## src/rtl/uart_pkg.sv

```systemverilog
// Shared UART definitions: parity-mode codes and the transmitter state type.
// Latency: none (declarations only).
// Backpressure: not applicable.
package uart_pkg;

   localparam int PAR_NONE = 0;
   localparam int PAR_ODD  = 1;
   localparam int PAR_EVEN = 2;

   typedef enum logic [2:0] {
      IDLE,
      START,
      DATA,
      PARITY,
      STOP
   } tx_state_t;

endpackage

```

## src/rtl/uart_baud_tick.sv

```systemverilog
// Bit-period timer: pulses tick on the last cycle of every CLKS_PER_BIT-cycle bit.
// Latency: tick is high while the counter holds CLKS_PER_BIT-1; clr restarts the period.
// Backpressure: none; it free-runs and the user decides when a tick matters.
module uart_baud_tick #(
   parameter int CLKS_PER_BIT = 868
) (
   input  logic clk,
   input  logic rst_n,
   input  logic clr,
   output logic tick
);

   localparam int CW = (CLKS_PER_BIT > 1) ? $clog2(CLKS_PER_BIT) : 1;
   localparam logic [CW-1:0] LAST = CW'(CLKS_PER_BIT - 1);

   logic [CW-1:0] cnt;

   // Count 0..CLKS_PER_BIT-1 and wrap; clr aligns the period to a frame start.
   always_ff @(posedge clk or negedge rst_n) begin
      if (!rst_n) begin
         cnt <= '0;
      end else if (clr || (cnt == LAST)) begin
         cnt <= '0;
      end else begin
         cnt <= cnt + CW'(1);
      end
   end

   assign tick = (cnt == LAST);

endmodule

```

## src/rtl/uart_tx_cfg.sv

```systemverilog
// UART transmitter: one word per valid/ready handshake, frame shape fixed at elaboration.
// Latency: start bit drives tx on the accept edge; frame lasts (1+DATA_BITS+par+STOP_BITS) bit times.
// Backpressure: ready is high only in IDLE; valid/data are ignored during a frame.
module uart_tx_cfg #(
   parameter int CLK_FREQ  = 100000000,
   parameter int BAUD      = 115200,
   parameter int DATA_BITS = 8,
   parameter int PARITY    = 0,
   parameter int STOP_BITS = 1
) (
   input  logic                 clk,
   input  logic                 rst_n,
   input  logic [DATA_BITS-1:0] data,
   input  logic                 valid,
   output logic                 ready,
   output logic                 tx,
   output logic                 busy,
   output logic                 done
);

   import uart_pkg::*;

   localparam int CLKS_PER_BIT = CLK_FREQ / BAUD;
   localparam int BW = $clog2(9);
   localparam logic [BW-1:0] LAST_DATA = BW'(DATA_BITS - 1);
   localparam logic [BW-1:0] LAST_STOP = BW'(STOP_BITS - 1);

   if (CLKS_PER_BIT < 2) begin : g_bad_baud
      $error("uart_tx_cfg: CLK_FREQ/BAUD must be at least 2");
   end
   if (DATA_BITS < 5 || DATA_BITS > 9) begin : g_bad_width
      $error("uart_tx_cfg: DATA_BITS must be 5..9");
   end
   if (PARITY != PAR_NONE && PARITY != PAR_ODD && PARITY != PAR_EVEN) begin : g_bad_parity
      $error("uart_tx_cfg: PARITY must be 0, 1 or 2");
   end
   if (STOP_BITS != 1 && STOP_BITS != 2) begin : g_bad_stop
      $error("uart_tx_cfg: STOP_BITS must be 1 or 2");
   end

   tx_state_t            state;
   logic [DATA_BITS-1:0] shreg;
   logic                 par_bit;
   logic [BW-1:0]        bit_cnt;
   logic                 tick;
   logic                 accept;

   assign ready  = (state == IDLE);
   assign accept = valid && ready;

   uart_baud_tick #(
      .CLKS_PER_BIT(CLKS_PER_BIT)
   ) u_baud (
      .clk  (clk),
      .rst_n(rst_n),
      .clr  (accept),
      .tick (tick)
   );

   // Frame sequencer: every state change, and the tx value of the next bit, lands on a bit-end tick.
   always_ff @(posedge clk or negedge rst_n) begin
      if (!rst_n) begin
         state   <= IDLE;
         shreg   <= '0;
         par_bit <= 1'b0;
         bit_cnt <= '0;
         tx      <= 1'b1;
         busy    <= 1'b0;
         done    <= 1'b0;
      end else begin
         done <= 1'b0;
         case (state)
            IDLE: begin
               tx <= 1'b1;
               if (accept) begin
                  shreg   <= data;
                  par_bit <= (PARITY == PAR_ODD) ? ~^data : ^data;
                  bit_cnt <= '0;
                  state   <= START;
                  tx      <= 1'b0;
                  busy    <= 1'b1;
               end
            end
            START: begin
               if (tick) begin
                  state   <= DATA;
                  tx      <= shreg[0];
                  shreg   <= shreg >> 1;
                  bit_cnt <= '0;
               end
            end
            DATA: begin
               if (tick) begin
                  if (bit_cnt == LAST_DATA) begin
                     bit_cnt <= '0;
                     if (PARITY != PAR_NONE) begin
                        state <= uart_pkg::PARITY;
                        tx    <= par_bit;
                     end else begin
                        state <= STOP;
                        tx    <= 1'b1;
                     end
                  end else begin
                     bit_cnt <= bit_cnt + BW'(1);
                     tx      <= shreg[0];
                     shreg   <= shreg >> 1;
                  end
               end
            end
            uart_pkg::PARITY: begin
               if (tick) begin
                  state   <= STOP;
                  tx      <= 1'b1;
                  bit_cnt <= '0;
               end
            end
            STOP: begin
               if (tick) begin
                  if (bit_cnt == LAST_STOP) begin
                     state   <= IDLE;
                     bit_cnt <= '0;
                     done    <= 1'b1;
                     busy    <= 1'b0;
                     tx      <= 1'b1;
                  end else begin
                     bit_cnt <= bit_cnt + BW'(1);
                  end
               end
            end
            default: begin
               state <= IDLE;
               tx    <= 1'b1;
               busy  <= 1'b0;
            end
         endcase
      end
   end

endmodule

```

## config.mk

```make
export PLATFORM = sky130hd
export DESIGN_NAME = uart_tx_cfg
export DESIGN_NICKNAME = d
export VERILOG_FILES = /design/src/rtl/uart_pkg.sv /design/src/rtl/uart_baud_tick.sv /design/src/rtl/uart_tx_cfg.sv
export SDC_FILE = /design/constraint.sdc
export NUM_CORES = 1
export LEC_CHECK = 0
export BUFFER_PORTS_ARGS = -buffer_cell sky130_fd_sc_hd__buf_2
export CAP_MARGIN = 0
export CORE_MARGIN = 3
export CORE_UTILIZATION = 35
export CTS_CLUSTER_SIZE = 30
export DETAILED_ROUTE_END_ITERATION = 8
export PLACE_DENSITY_LB_ADDON = 0.05
export SETUP_SLACK_MARGIN = 0.4
export SYNTH_ARGS = -nofsm -noshare
export SYNTH_HDL_FRONTEND = slang
export SYNTH_HIERARCHICAL = 1
export SYNTH_SLANG_ARGS = --single-unit
```

## constraint.sdc

```tcl
create_clock -name clk -period 2.5 [get_ports clk]
set_input_delay 0.625 -clock clk [delete_from_list [all_inputs] [get_ports clk]]
set_output_delay 0.625 -clock clk [all_outputs]
set_load 0.1 [all_outputs]
```

==> metrics.txt <==
die height 74.4 um; Final Hold Fails 0; register area share after synthesis 42.9%; insertion delay to the later sink of the worst-skew pair 0.28 ns; synth warn 6; synth unique cells 43; reg2reg setup slack 0.43 ns; Worst Tran Pin Value 0.655 ns; Worst slew margin 56.3%; Initial DRC Count 39; clock-pin slew on the worst setup and hold paths 0.10 ns; Avg Inst Size Synth 11.0 um2; logic gate share of total power 31.8%; 1st-pass router iterations 4; area share of xor/xnor cells in the synthesized design 2.60%; grt total ovfl 0; Cell Area, Placed 1750 um2; H-tree depth 1; # clock sinks 28; CP Data Required Time 1.88 ns; Crit path arrival time 1.45 ns; Setup crit start state[1]; top_reg_cell synth dfrtp_1; Synth area leaders dfrtp_1, mux2_4, mux2_1, a21oi_1, buf_6; largest net degree at the start of global routing 29; area of the multi-input gates 901 um2; placer congestion estimate 0.752; Int Pwr 938 uW; met3 routed wirelength 115 um; first-pass GRT wire length 5670 um; largest family of logic cells by synthesized area simple AND/OR/NAND/NOR gates; top-count cell post-synth dfrtp_1; initial antenna violation count 0; Worst VDD drop 518 uV; Core Util, Final 42.3%; max capacitance violation total 0; number of synthesized flops with an enable pin 0; IO Port Bufs 14; static leakage 0.830 nW; Final Cell Area 1880 um2; P per Cell Area 735 nW/um2; Post-Syn Area 1640 um2; drt drc 0; vias per cell 5.33; simple-gate share of the synthesized area 20.5%; CTS Root Cell clkbuf_8; Die X 74.4 um; syn nets 162; fraction of layout cells with a size suffix above 1 30.8%; ys async rst share 100%; Ports 15; CP Class reg -> out; CTS tree done; Fill cells 427; Wirelength per Cell 14.5 um; vias in the first global route 1,200; die footprint 5530 um2; FMAX 482 MHz; Detailed Route WL 3200 um; FP Rows 24; post-synthesis mux area share 14.8%; Synth Instances 148; Synth Area in Compound Gates 12.5%; n_diodes 0; final critical-path required period 2.07 ns; CTS Buffer Depth 2; # setup viols final 0; Worst Setup Start Kind flop; RR Startpoint u_baud/cnt[7]; CP Capture Type output pin; top routing layer used met4; Routed met2 length 1590 um; switch share 32.1%; switching pwr 444 uW; vias 1,178; Hold Crit Class in -> async; Final Max Tran Viols 0; Synth Register Bits 28; CP max FO 12; Starting Density 36.8%; core area 4440 um2; Global Route Usage Sum 13.2%; Routed met1 length 1460 um; DP Wirelength 2260 um; cell taking the most area after synthesis dfrtp_1; most frequent cells after synthesis dfrtp_1, a21oi_1, nor2_1; share of the synthesized area in the top cell type 41.3%; Tcrit/Tclk final 83.0%; Final ANT Viol Nets 0; Max Clock Skew 0.0104 ns; power share of the clock group 20.8%; Seq pwr share 47.4%; CTS buffer count 3; setup TNS 0 ns; FF+latch area 703 um2; Synth Area in Adders 2.30%; RSZ-0062 raised after global routing true; P&R area growth vs syn 14.9%; Layout Nets 184; status complete, no violations
==> layer usage <==
metal | global-route usage (%) | up-vias
met4 | 3.16 | 0
met2 | 22.9 | 22
met5 | 0 | -
met1 | 16.5 | 575
li1 | - | 579
met3 | 3.24 | 2
==> kinds of logic (layout without fill, tap and decap cells) <==
family,after synthesis,after routing
flip-flops,28,28
XOR/XNOR,4,4
multiplexers,18,18
adder cells (fa/ha/maj),3,3
buffers and inverters,10,31
AO/OA/AOI/OAI,29,29
AND/OR/NAND/NOR,56,56
==> repair_timing <==
action | CTS | global route
setup buffers | 5 | 1
hold buffers | 0 | 0
endpoints found under the setup margin | 11 | 11
gates resized for setup | 5 | 1
pin swaps | 1 | 1
==> worst paths after layout <==
check	endpoint	depth (start not counted)
setup / recovery	ready	2
hold / removal	state[0]	1
setup reg to reg	shreg[2]	5
hold reg to reg	shreg[7]	1
max in group asynchronous	u_baud/cnt[0]	1
min in group clk	shreg[7]	1
==> registers in the layout, summed over array words and instances, names as in the netlist <==
| name | count |
|---|---|
| u_baud/cnt | 10 |
| shreg | 8 |
| bit_cnt | 4 |
| state | 3 |
| busy | 1 |
| done | 1 |
| tx | 1 |
==> cell usage in the layout, fill, tap and decap left out, types with 2 or more instances in the layout <==
| cell type | instances |
|---|---|
| a21oi_1 | 12 |
| buf_2 | 13 |
| mux2_4 | 8 |
| buf_4 | 10 |
| xor2_1 | 2 |
| ha_1 | 3 |
| nor3_4 | 2 |
| nor2b_1 | 3 |
| clkbuf_8 | 4 |
| nand3_1 | 8 |
| o21ai_0 | 5 |
| and2_1 | 2 |
| a22o_1 | 2 |
| nand2b_1 | 4 |
| nand4_1 | 2 |
| nand3b_1 | 2 |
| nand4bb_1 | 2 |
| nor2_1 | 10 |
| o31ai_1 | 2 |
| inv_1 | 4 |
| nand2_1 | 6 |
| dfrtp_1 | 26 |
| mux2_1 | 7 |
| or3_1 | 4 |
| nor3_1 | 2 |
| nor2_4 | 2 |
==> final cells by class <==
cell class / instances / area share [%]
Clock buffer: 4 / 2.93
Sequential cell: 28 / 37.4
Tap cell: 52 / 3.46
Inverter: 4 / 0.799
Timing Repair Buffer: 23 / 7.46
Multi-Input combinational cell: 110 / 47.9
==> critical path, stage by stage, from the launching register on <==
cell and delay (ns):
dfrtp_1 0.59, nor3_4 0.26, buf_4 0.31
==> through the flow <==
stage / instances / power, mW / hold WS (ns) / setup slack, ns
floorplan: 148 / 0.985 / 0.329 / 0.352
global route: 221 / 1.47 / 0.406 / 0.343
finish: 221 / 1.38 / 0.360 / 0.425
global placement: 211 / 1.05 / 0.484 / 0.252
CTS: 220 / 1.40 / 0.378 / 0.398
detailed placement: 211 / 1.07 / 0.493 / 0.178
==> power by group through the flow <==
| stage | registers [mW] | logic [mW] | clock network [mW] |
|---|---|---|---|
| after floorplan | 0.685 | 0.300 | 0 |
| after global placement | 0.665 | 0.388 | 0 |
| after detailed placement | 0.669 | 0.397 | 0 |
| after CTS | 0.656 | 0.442 | 0.303 |
| after global routing | 0.673 | 0.481 | 0.319 |
| final | 0.655 | 0.439 | 0.287 |
No activity file was read; power rests on OpenSTA's default activity.
